## src/rtl/verinject_injection_controller_pkg.sv

```systemverilog
// Shared constants for the fault-injection controller: idle broadcast value,
// FSM state encodings and a saturating increment helper.
package verinject_injection_controller_pkg;

  // No injector range ever covers this value, so it means "nothing injected".
  localparam logic [31:0] VERINJECT_IDLE_STATE = 32'hFFFF_FFFF;

  localparam logic [1:0] ST_IDLE   = 2'd0;
  localparam logic [1:0] ST_ARMED  = 2'd1;
  localparam logic [1:0] ST_INJECT = 2'd2;
  localparam logic [1:0] ST_DONE   = 2'd3;

  function automatic logic [31:0] sat_inc(input logic [31:0] value);
    return (value == '1) ? value : value + 32'd1;
  endfunction

endpackage

```

## src/rtl/verinject_down_counter.sv

```systemverilog
// Loadable down counter with synchronous clear; it stops at zero and never underflows.
module verinject_down_counter #(
  parameter int unsigned W = 32
) (
  input  logic         clk,
  input  logic         rst_n,
  input  logic         clear,
  input  logic         load,
  input  logic [W-1:0] load_value,
  input  logic         dec,
  output logic [W-1:0] count,
  output logic         zero
);

  always_ff @(posedge clk) begin
    if (!rst_n || clear) begin
      count <= '0;
    end else if (load) begin
      count <= load_value;
    end else if (dec && (count != '0)) begin
      count <= count - W'(1);
    end
  end

  assign zero = (count == '0);

endmodule

```

## src/rtl/verinject_injection_controller.sv

```systemverilog
// Sequencer for the per-register fault injectors: accepts one command, waits
// <delay> cycles, then broadcasts <target> for max(hold,1) cycles.
module verinject_injection_controller
  import verinject_injection_controller_pkg::*;
#(
  parameter int unsigned MAX_BITS   = 1024,
  parameter logic [31:0] IDLE_STATE = VERINJECT_IDLE_STATE,
  parameter int unsigned HOLD_W     = 8
) (
  input  logic              clk,
  input  logic              rst_n,
  input  logic              cfg_valid,
  output logic              cfg_ready,
  input  logic [31:0]       cfg_target,
  input  logic [31:0]       cfg_delay,
  input  logic [HOLD_W-1:0] cfg_hold,
  input  logic              abort,
  output logic [31:0]       verinject__injector_state,
  output logic              busy,
  output logic              done,
  output logic              err,
  output logic [31:0]       inject_count
);

  if (IDLE_STATE < MAX_BITS) begin : g_bad_idle
    $error("IDLE_STATE must lie outside the injectable range 0..MAX_BITS-1");
  end

  logic [1:0]        state;
  logic [31:0]       target_q;
  logic [HOLD_W-1:0] hold_q;
  logic [HOLD_W-1:0] hold_load;
  logic [31:0]       delay_count;
  logic [HOLD_W-1:0] hold_count;
  logic              delay_zero;
  logic              hold_zero;
  logic              accept;
  logic              in_range;
  logic              enter_inject;

  assign cfg_ready    = (state == ST_IDLE);
  assign busy         = (state != ST_IDLE);
  assign accept       = cfg_valid && cfg_ready && !abort;
  assign in_range     = (cfg_target < MAX_BITS);
  assign enter_inject = (state == ST_ARMED) && delay_zero && !abort;
  // A hold of zero is treated as one cycle, so the counter starts one below.
  assign hold_load    = (hold_q == '0) ? '0 : hold_q - HOLD_W'(1);

  verinject_down_counter #(.W(32)) u_delay_counter (
    .clk        (clk),
    .rst_n      (rst_n),
    .clear      (abort),
    .load       (accept && in_range),
    .load_value (cfg_delay),
    .dec        (state == ST_ARMED),
    .count      (delay_count),
    .zero       (delay_zero)
  );

  verinject_down_counter #(.W(HOLD_W)) u_hold_counter (
    .clk        (clk),
    .rst_n      (rst_n),
    .clear      (abort),
    .load       (enter_inject),
    .load_value (hold_load),
    .dec        (state == ST_INJECT),
    .count      (hold_count),
    .zero       (hold_zero)
  );

  always_ff @(posedge clk) begin
    if (!rst_n) begin
      state                     <= ST_IDLE;
      verinject__injector_state <= IDLE_STATE;
      done                      <= 1'b0;
      err                       <= 1'b0;
      inject_count              <= '0;
      target_q                  <= '0;
      hold_q                    <= '0;
    end else if (abort) begin
      state                     <= ST_IDLE;
      verinject__injector_state <= IDLE_STATE;
      done                      <= 1'b0;
      err                       <= 1'b0;
    end else begin
      case (state)
        ST_IDLE: begin
          done <= 1'b0;
          err  <= 1'b0;
          if (accept) begin
            target_q <= cfg_target;
            hold_q   <= cfg_hold;
            if (in_range) begin
              state <= ST_ARMED;
            end else begin
              state <= ST_DONE;
              done  <= 1'b1;
              err   <= 1'b1;
            end
          end
        end
        ST_ARMED: begin
          if (delay_zero) begin
            state                     <= ST_INJECT;
            verinject__injector_state <= target_q;
            inject_count              <= sat_inc(inject_count);
          end
        end
        ST_INJECT: begin
          if (hold_zero) begin
            state                     <= ST_DONE;
            verinject__injector_state <= IDLE_STATE;
            done                      <= 1'b1;
            err                       <= 1'b0;
          end
        end
        default: begin
          state <= ST_IDLE;
          done  <= 1'b0;
          err   <= 1'b0;
        end
      endcase
    end
  end

endmodule
```

## config.mk

```make
export PLATFORM = sky130hd
export DESIGN_NAME = verinject_injection_controller
export DESIGN_NICKNAME = d
export VERILOG_FILES = /design/src/rtl/verinject_injection_controller_pkg.sv /design/src/rtl/verinject_down_counter.sv /design/src/rtl/verinject_injection_controller.sv
export SDC_FILE = /design/constraint.sdc
export NUM_CORES = 1
export LEC_CHECK = 0
export ABC_AREA = 1
export CAP_MARGIN = 20
export CORE_ASPECT_RATIO = 0.9
export CORE_UTILIZATION = 45
export DETAILED_ROUTE_END_ITERATION = 6
export GPL_TIMING_DRIVEN = 0
export PLACE_DENSITY = 0.7
export REMOVE_ABC_BUFFERS = 1
export SYNTH_ARGS = -nofsm -noshare
export SYNTH_HDL_FRONTEND = slang
export SYNTH_SLANG_ARGS = --single-unit
```

## constraint.sdc

```tcl
create_clock -name clk -period 1.9 [get_ports clk]
set_input_delay 0.38 -clock clk [delete_from_list [all_inputs] [get_ports clk]]
set_output_delay 0.38 -clock clk [all_outputs]
set_load 0.1 [all_outputs]
```

==> Yosys cells after proc, flatten, opt, wreduce, memory -nomap -nowiden <==
Cells that the tools add are included.
Widths: inputs -> output; s select.
{ "op_classes": {"bitwise_logic": 4, "multipliers": 0, "addsub": 4, "eq_ne": 6, "mux": 19, "shifts": 0, "reduce_logical": 26, "magnitude_cmp": 1, "div": 0} }
{ "ops": {"columns": ["operator", "count"], "rows": [
  ["$mux 32", 4],
  ["$pmux 32 s2", 1],
  ["$add 32x1->32 const B", 1],
  ["$eq 32x32->1 const B", 1],
  ["$logic_not 32->1", 1],
  ["$lt 32x11->1 const B", 1],
  ["$reduce_bool 32->1", 1],
  ["$sub 32x1->32 const B", 1],
  ["$mux 8", 3],
  ["$logic_not 8->1", 2],
  ["$sub 8x1->8 const B", 2],
  ["$reduce_and 3->1", 3],
  ["$mux 2", 4],
  ["$reduce_bool 2->1", 4],
  ["$reduce_bool 8->1", 1],
  ["$logic_and 1x1->1", 7],
  ["$pmux 1 s3", 2],
  ["$pmux 2 s3", 1],
  ["$mux 1", 4],
  ["$ne 2x2->1 const B", 2],
  ["$not 1->1", 4],
  ["$reduce_and 4->1", 1],
  ["$eq 2x1->1 const B", 1],
  ["$eq 2x2->1 const B", 1],
  ["6 further kinds", 7]
]} }
{ "totals": {"output_inout_bits": 68, "rom_bits": 0, "n_memories": 0, "latch_bits": 0, "elab_cells": 69, "mem_bits_rw": 0, "input_bits": 76, "ff_bits": 148} }

==> Logic depth before layout (Yosys ltp) <==
{ "logic_depth": {"depth_word": 5, "ltp_mapped": 13, "depth_no_buf": 12} }

==> Modules after synthesis <==
Synthesis repeated with hierarchy kept, for this count alone.
{ "unflattened": {"cells_unflattened": 1306, "area_unflattened_um2": 8200.4} }
{ "modules_own_cells": {"columns": ["module", "n_inst", "cells_each", "area_each_um2"], "rows": [
  ["verinject_injection_controller", 1, 759, 5137.4],
  ["verinject_down_counter at u_delay_counter", 1, 449, 2453.6],
  ["verinject_down_counter at u_hold_counter", 1, 98, 609.3]
]} }

==> Least setup slack after synthesis <==
Ideal clock, no wire load.
{ "synth_path": {"path_kind": "reg2reg", "start": "register state[0]", "end": "register state[0]", "setup_ns": 0.120, "arrival_time_ns": 2.551, "path_stages_with_launch": 8, "path_slack_ns": -0.771, "path_buffers": 0, "path_cell_list": "dfxtp_1 -> inv_1 -> ha_1 -> inv_1 -> o22ai_1 -> nor2_1 -> o21ai_0 -> nor2_1"} }
{ "synth_via": {"elab_chain_cells": 5} }
{ "synth_lines": {"columns": ["element", "line_no", "rtl"], "rows": [
  ["start, declared", "verinject_injection_controller.sv:29", "logic [1:0] state;"],
  ["start signal, assigned", "verinject_injection_controller.sv:73", "state <= ST_IDLE;"],
  ["start signal, assigned", "verinject_injection_controller.sv:81", "state <= ST_IDLE;"],
  ["start signal, assigned", "verinject_injection_controller.sv:94", "state <= ST_ARMED;"],
  ["$logic_not 2->1 (*)", "verinject_injection_controller.sv:41", "assign cfg_ready = (state == ST_IDLE);"],
  ["via cfg_ready", "verinject_injection_controller.sv:13", "output logic cfg_ready,"],
  ["$logic_and 1x1->1 (2 in a row)", "verinject_injection_controller.sv:43", "assign accept = cfg_valid && cfg_ready && !abort;"],
  ["$ne 2x1->1 (no source line)", null, null],
  ["$reduce_and 3->1 (no source line)", null, null]
]} }
Mark *: on every way through the listed nets, which the timed path passes. The rest lies on a longest branch.
A chain may end at the register's enable or synchronous reset.

==> Final worst setup path <==
{ "layout_path": {"start": "register state[1]", "end": "register u_delay_counter.count[17]"} }
{ "layout_via": {"elab_chain_cells": 5} }
{ "layout_lines": {"columns": ["element", "line_no", "rtl"], "rows": [
  ["$logic_not 2->1", "verinject_injection_controller.sv:41", null],
  ["$logic_and 1x1->1 (2 in a row)", "verinject_injection_controller.sv:43", null],
  ["$logic_and 1x1->1", "verinject_injection_controller.sv:53", ".load (accept && in_range),"],
  ["$mux 32 or $reduce_bool 2->1 (tied branches)", null, null],
  ["end signal, assigned", "verinject_down_counter.sv:19", "count <= load_value;"],
  ["end signal, assigned", "verinject_down_counter.sv:21", "count <= count - W'(1);"],
  ["end, declared", "verinject_down_counter.sv:11", "output logic [W-1:0] count,"]
]} }
Several ways; a longest one is shown, not always the timed one.

==> flow_summary.toml <==
[grt]
gr-usage-all-layers_pct = 28.3
maximum_number_of_pins_on_one_net_before_global_route_repair = 58
grt.overflow.total = 0
initial_antenna_violation_count = 1
wire_length_of_the_first_global_routing_pass_um = 40800
first_global_vias = 8386

[status]
violations = "setup timing"
outcome = "complete, but fails checks"

[sta]
timing.clock.skew_ns = 0.00943
timing.max_slew.rel_slack_pct = 61.1
final_min_period_over_clock_period_pct = 103
grt_setup_unrepaired = "yes"
final.hold.worst_slack_ns = 0.362
final_max_slew_violation_count = 0
setup_violations = 2
count_of_endpoints_failing_hold_in_the_final_timing_report = 0
layout_min_cycle_time_ns = 1.95
final.setup.tns_ns = -0.0880
min_setup_slack_post_route_ns = -0.0493
worst_pin_slew_ns = 0.584
timing.fmax_ghz = 0.513

[critical_path]
crit_fanout = 8
critPathLaunchType = "flip-flop"
critical_path.endpoint_type = "flip-flop"
path_class = "reg -> reg"
crit_required_ns = 2.22
rr_startpoint = "state[1]"
crit_arrival_ns = 2.27
worstSetupStartpoint = "state[1]"

[routing]
wire_length_per_cell_um = 15.5
routed_wirelength_um = 26300
router_iterations_before_antenna_repair = 6
route.detailed.drc = 0
detailroute.via_count = 9048
ant_nets = 0
routed_via_density = 5.32
number_of_drc_violations_after_detailed_routing_iteration_0 = 731

[hold_path]
hold_path_class = "in -> reg"
hold_start = "rst_n"

[power_and_ir_drop]
power_leakage_nw = 4.83
power.share.sequential_pct = 37.0
peakVddDrop_uv = 723
power_switching_w = 0.00301
power_report.internal_total_w = 0.00599
power_w = 0.00899
comb_power_share_pct = 24.6
power.density_nw_per_um2 = 783
power.switching_fraction_pct = 33.4
clockPowerShare_pct = 38.4

[floorplan]
die_width_um = 142
floorplan.core_area_um2 = 17100
floorplan.initialDensity_pct = 46.7
number_of_placed_i_o_pins = 144
chipHeight_um = 128
floorplan.die_area_um2 = 18300
floorplan.rows = 45

[placed_design]
detailedPlacementHpwl_um = 15500
buffer_ports.inserted = 143
routabilityCongestion = 0.908

[synthesis]
synth-edff-count = 0
netlist_instances = 1271
synth.distinct_cells = 33
synthesis.area_per_instance_um2 = 6.29
synth_ff_type = "sky130_fd_sc_hd__dfxtp_1"
ys_ff_latch = 148
yosys_warnings = 0
postSynth.asyncResetShare_pct = 0
netlist_area_um2 = 7990
synth.yosys.seq_area_share_pct = 37.1

[flow_run]
max_cap_viol_count = 0

[layout]
layout.cells.most_common_list = "sky130_fd_sc_hd__nand2_1 (305), sky130_fd_sc_hd__nor2_1 (260), sky130_fd_sc_hd__dfxtp_1 (128), sky130_fd_sc_hd__a21oi_1 (99), sky130_fd_sc_hd__o21ai_0 (91)"
layout-drive-gt1-share_pct = 19.4
commonest_non_fill_non_tap_cell_in_the_layout = "sky130_fd_sc_hd__nand2_1"
net_count_of_the_finished_layout = 1538
area_growth_pct = 43.7

[clocking]
numCtsBuffers = 17
tritoncts_clock_tree = "built"
ctsLongestPathBuffers = 2
h-tree-depth = 4
worst_skew_pair.late_latency_ns = 0.43
cts.reportedPaths.clkPinSlew_ns = 0.07
cts_root_buf = "sky130_fd_sc_hd__clkbuf_16"
clock_sinks = 148
[cells by family (layout without fill, tap and decap cells)]
group | count (synthesis) | in the layout | share of synthesized area, %
AO/OA/AOI/OAI | 216 | 216 | 13.7
flip-flops | 148 | 148 | 37.1
XOR/XNOR | 30 | 30 | 3.29
other | 0 | 1 | 0
AND/OR/NAND/NOR | 724 | 734 | 37.0
adder cells (fa/ha/maj) | 10 | 10 | 1.57
buffers and inverters | 143 | 327 | 7.40
[registers in the layout, summed over array words and instances, names as in the netlist]
register,cells
inject_count,32
target_q,32
u_delay_counter.count,32
verinject__injector_state,32
hold_q,8
u_hold_counter.count,8
state,2
done,1
err,1
[power by group through the flow]
stage,registers [W],logic (W),clock network [W]
detailed placement,0.00339,0.00182,0
global route,0.00334,0.00239,0.00363
finish,0.00333,0.00221,0.00345
global placement,0.00339,0.00178,0
floorplan,0.00373,0.000906,0
CTS,0.00333,0.00205,0.00349
[worst paths after layout]
check                                        to  slack (ns)  cells after the start
hold / removal                  inject_count[8]        0.36                      3
hold reg to reg   verinject__injector_state[28]        0.47                      2
setup / recovery      u_delay_counter.count[17]       -0.05                     13
setup reg to reg      u_delay_counter.count[17]       -0.05                     13
[metrics by stage]
step                      worst slack (ns)  cell area, um^2  utilization [%]  std cells
after floorplan                      -2.79             7750                -       1220
final                              -0.0493            11500             67.1       1701
after global routing                -0.121            11500             67.1       1701
after global placement               -5.02             9470             55.4       1598
after detailed placement             -2.10             9620             56.2       1605
after CTS                          -0.0339            10900             63.9       1674
[cells in the mapped netlist, types with 2 or more instances]
cell | number | area (um^2)
sky130_fd_sc_hd__nand2_1 | 322 | 1210
sky130_fd_sc_hd__nor2_1 | 285 | 1070
sky130_fd_sc_hd__dfxtp_1 | 148 | 2960
sky130_fd_sc_hd__a21oi_1 | 106 | 531
sky130_fd_sc_hd__o21ai_0 | 93 | 465
sky130_fd_sc_hd__inv_1 | 88 | 330
sky130_fd_sc_hd__nand3_1 | 75 | 375
sky130_fd_sc_hd__clkbuf_1 | 29 | 109
sky130_fd_sc_hd__xor2_1 | 19 | 166
sky130_fd_sc_hd__nand4_1 | 15 | 93.8
sky130_fd_sc_hd__buf_2 | 13 | 65.1
sky130_fd_sc_hd__o21ai_1 | 12 | 60.1
sky130_fd_sc_hd__xnor2_1 | 11 | 96.3
sky130_fd_sc_hd__ha_1 | 10 | 125
sky130_fd_sc_hd__nor3_1 | 7 | 35.0
sky130_fd_sc_hd__nor2_2 | 5 | 31.3
sky130_fd_sc_hd__buf_6 | 4 | 45.0
sky130_fd_sc_hd__nand2_2 | 4 | 25.0
sky130_fd_sc_hd__buf_1 | 3 | 11.3
sky130_fd_sc_hd__nand2_4 | 3 | 33.8
sky130_fd_sc_hd__nor2_4 | 3 | 33.8
sky130_fd_sc_hd__a31oi_1 | 2 | 12.5
sky130_fd_sc_hd__buf_4 | 2 | 15.0
sky130_fd_sc_hd__inv_2 | 2 | 7.51
sky130_fd_sc_hd__o21ai_2 | 2 | 17.5
[critical path: stages (launching register included)]
cell                      delay, ns
sky130_fd_sc_hd__dfxtp_4       0.37
sky130_fd_sc_hd__inv_4         0.07
sky130_fd_sc_hd__ha_4          0.18
sky130_fd_sc_hd__nand2_4       0.06
sky130_fd_sc_hd__nor2_4        0.12
sky130_fd_sc_hd__buf_12        0.12
sky130_fd_sc_hd__nand4_1       0.13
sky130_fd_sc_hd__buf_6         0.19
sky130_fd_sc_hd__buf_12        0.15
sky130_fd_sc_hd__buf_12        0.13
sky130_fd_sc_hd__nand3_1       0.09
sky130_fd_sc_hd__nand3_1       0.10
sky130_fd_sc_hd__nand2_1       0.07
sky130_fd_sc_hd__inv_1         0.05
[timing repair]
item                                    CTS  global route
gates cloned                             12             6
hold buffers                              0             0
gates resized for setup                 259            97
buffers inserted                         25            20
endpoints found under the setup margin  214           128
endpoints found under the hold margin     0             0
pin swaps                                15            25
[metal layers]
metal / GRT usage [%] / share of wire (%)
met1: 36.0 / 42
met2: 45.1 / 46
met3: 8.34 / 9.2
met4: 10.9 / 2.7
met5: 0 / 0
[cell type report]
type / count / area, um^2
clock buffer: 17 / 425
tap: 235 / 294
multi-input combinational: 990 / 4950
timing repair buffer: 201 / 2250
sequential: 148 / 3000
inverter: 92 / 369
timing repair inverter: 2 / 16.3
fill: 1532 / 5630
clock inverter: 15 / 171
antenna: 1 / 2.50
(Power assumes the default switching activity.)
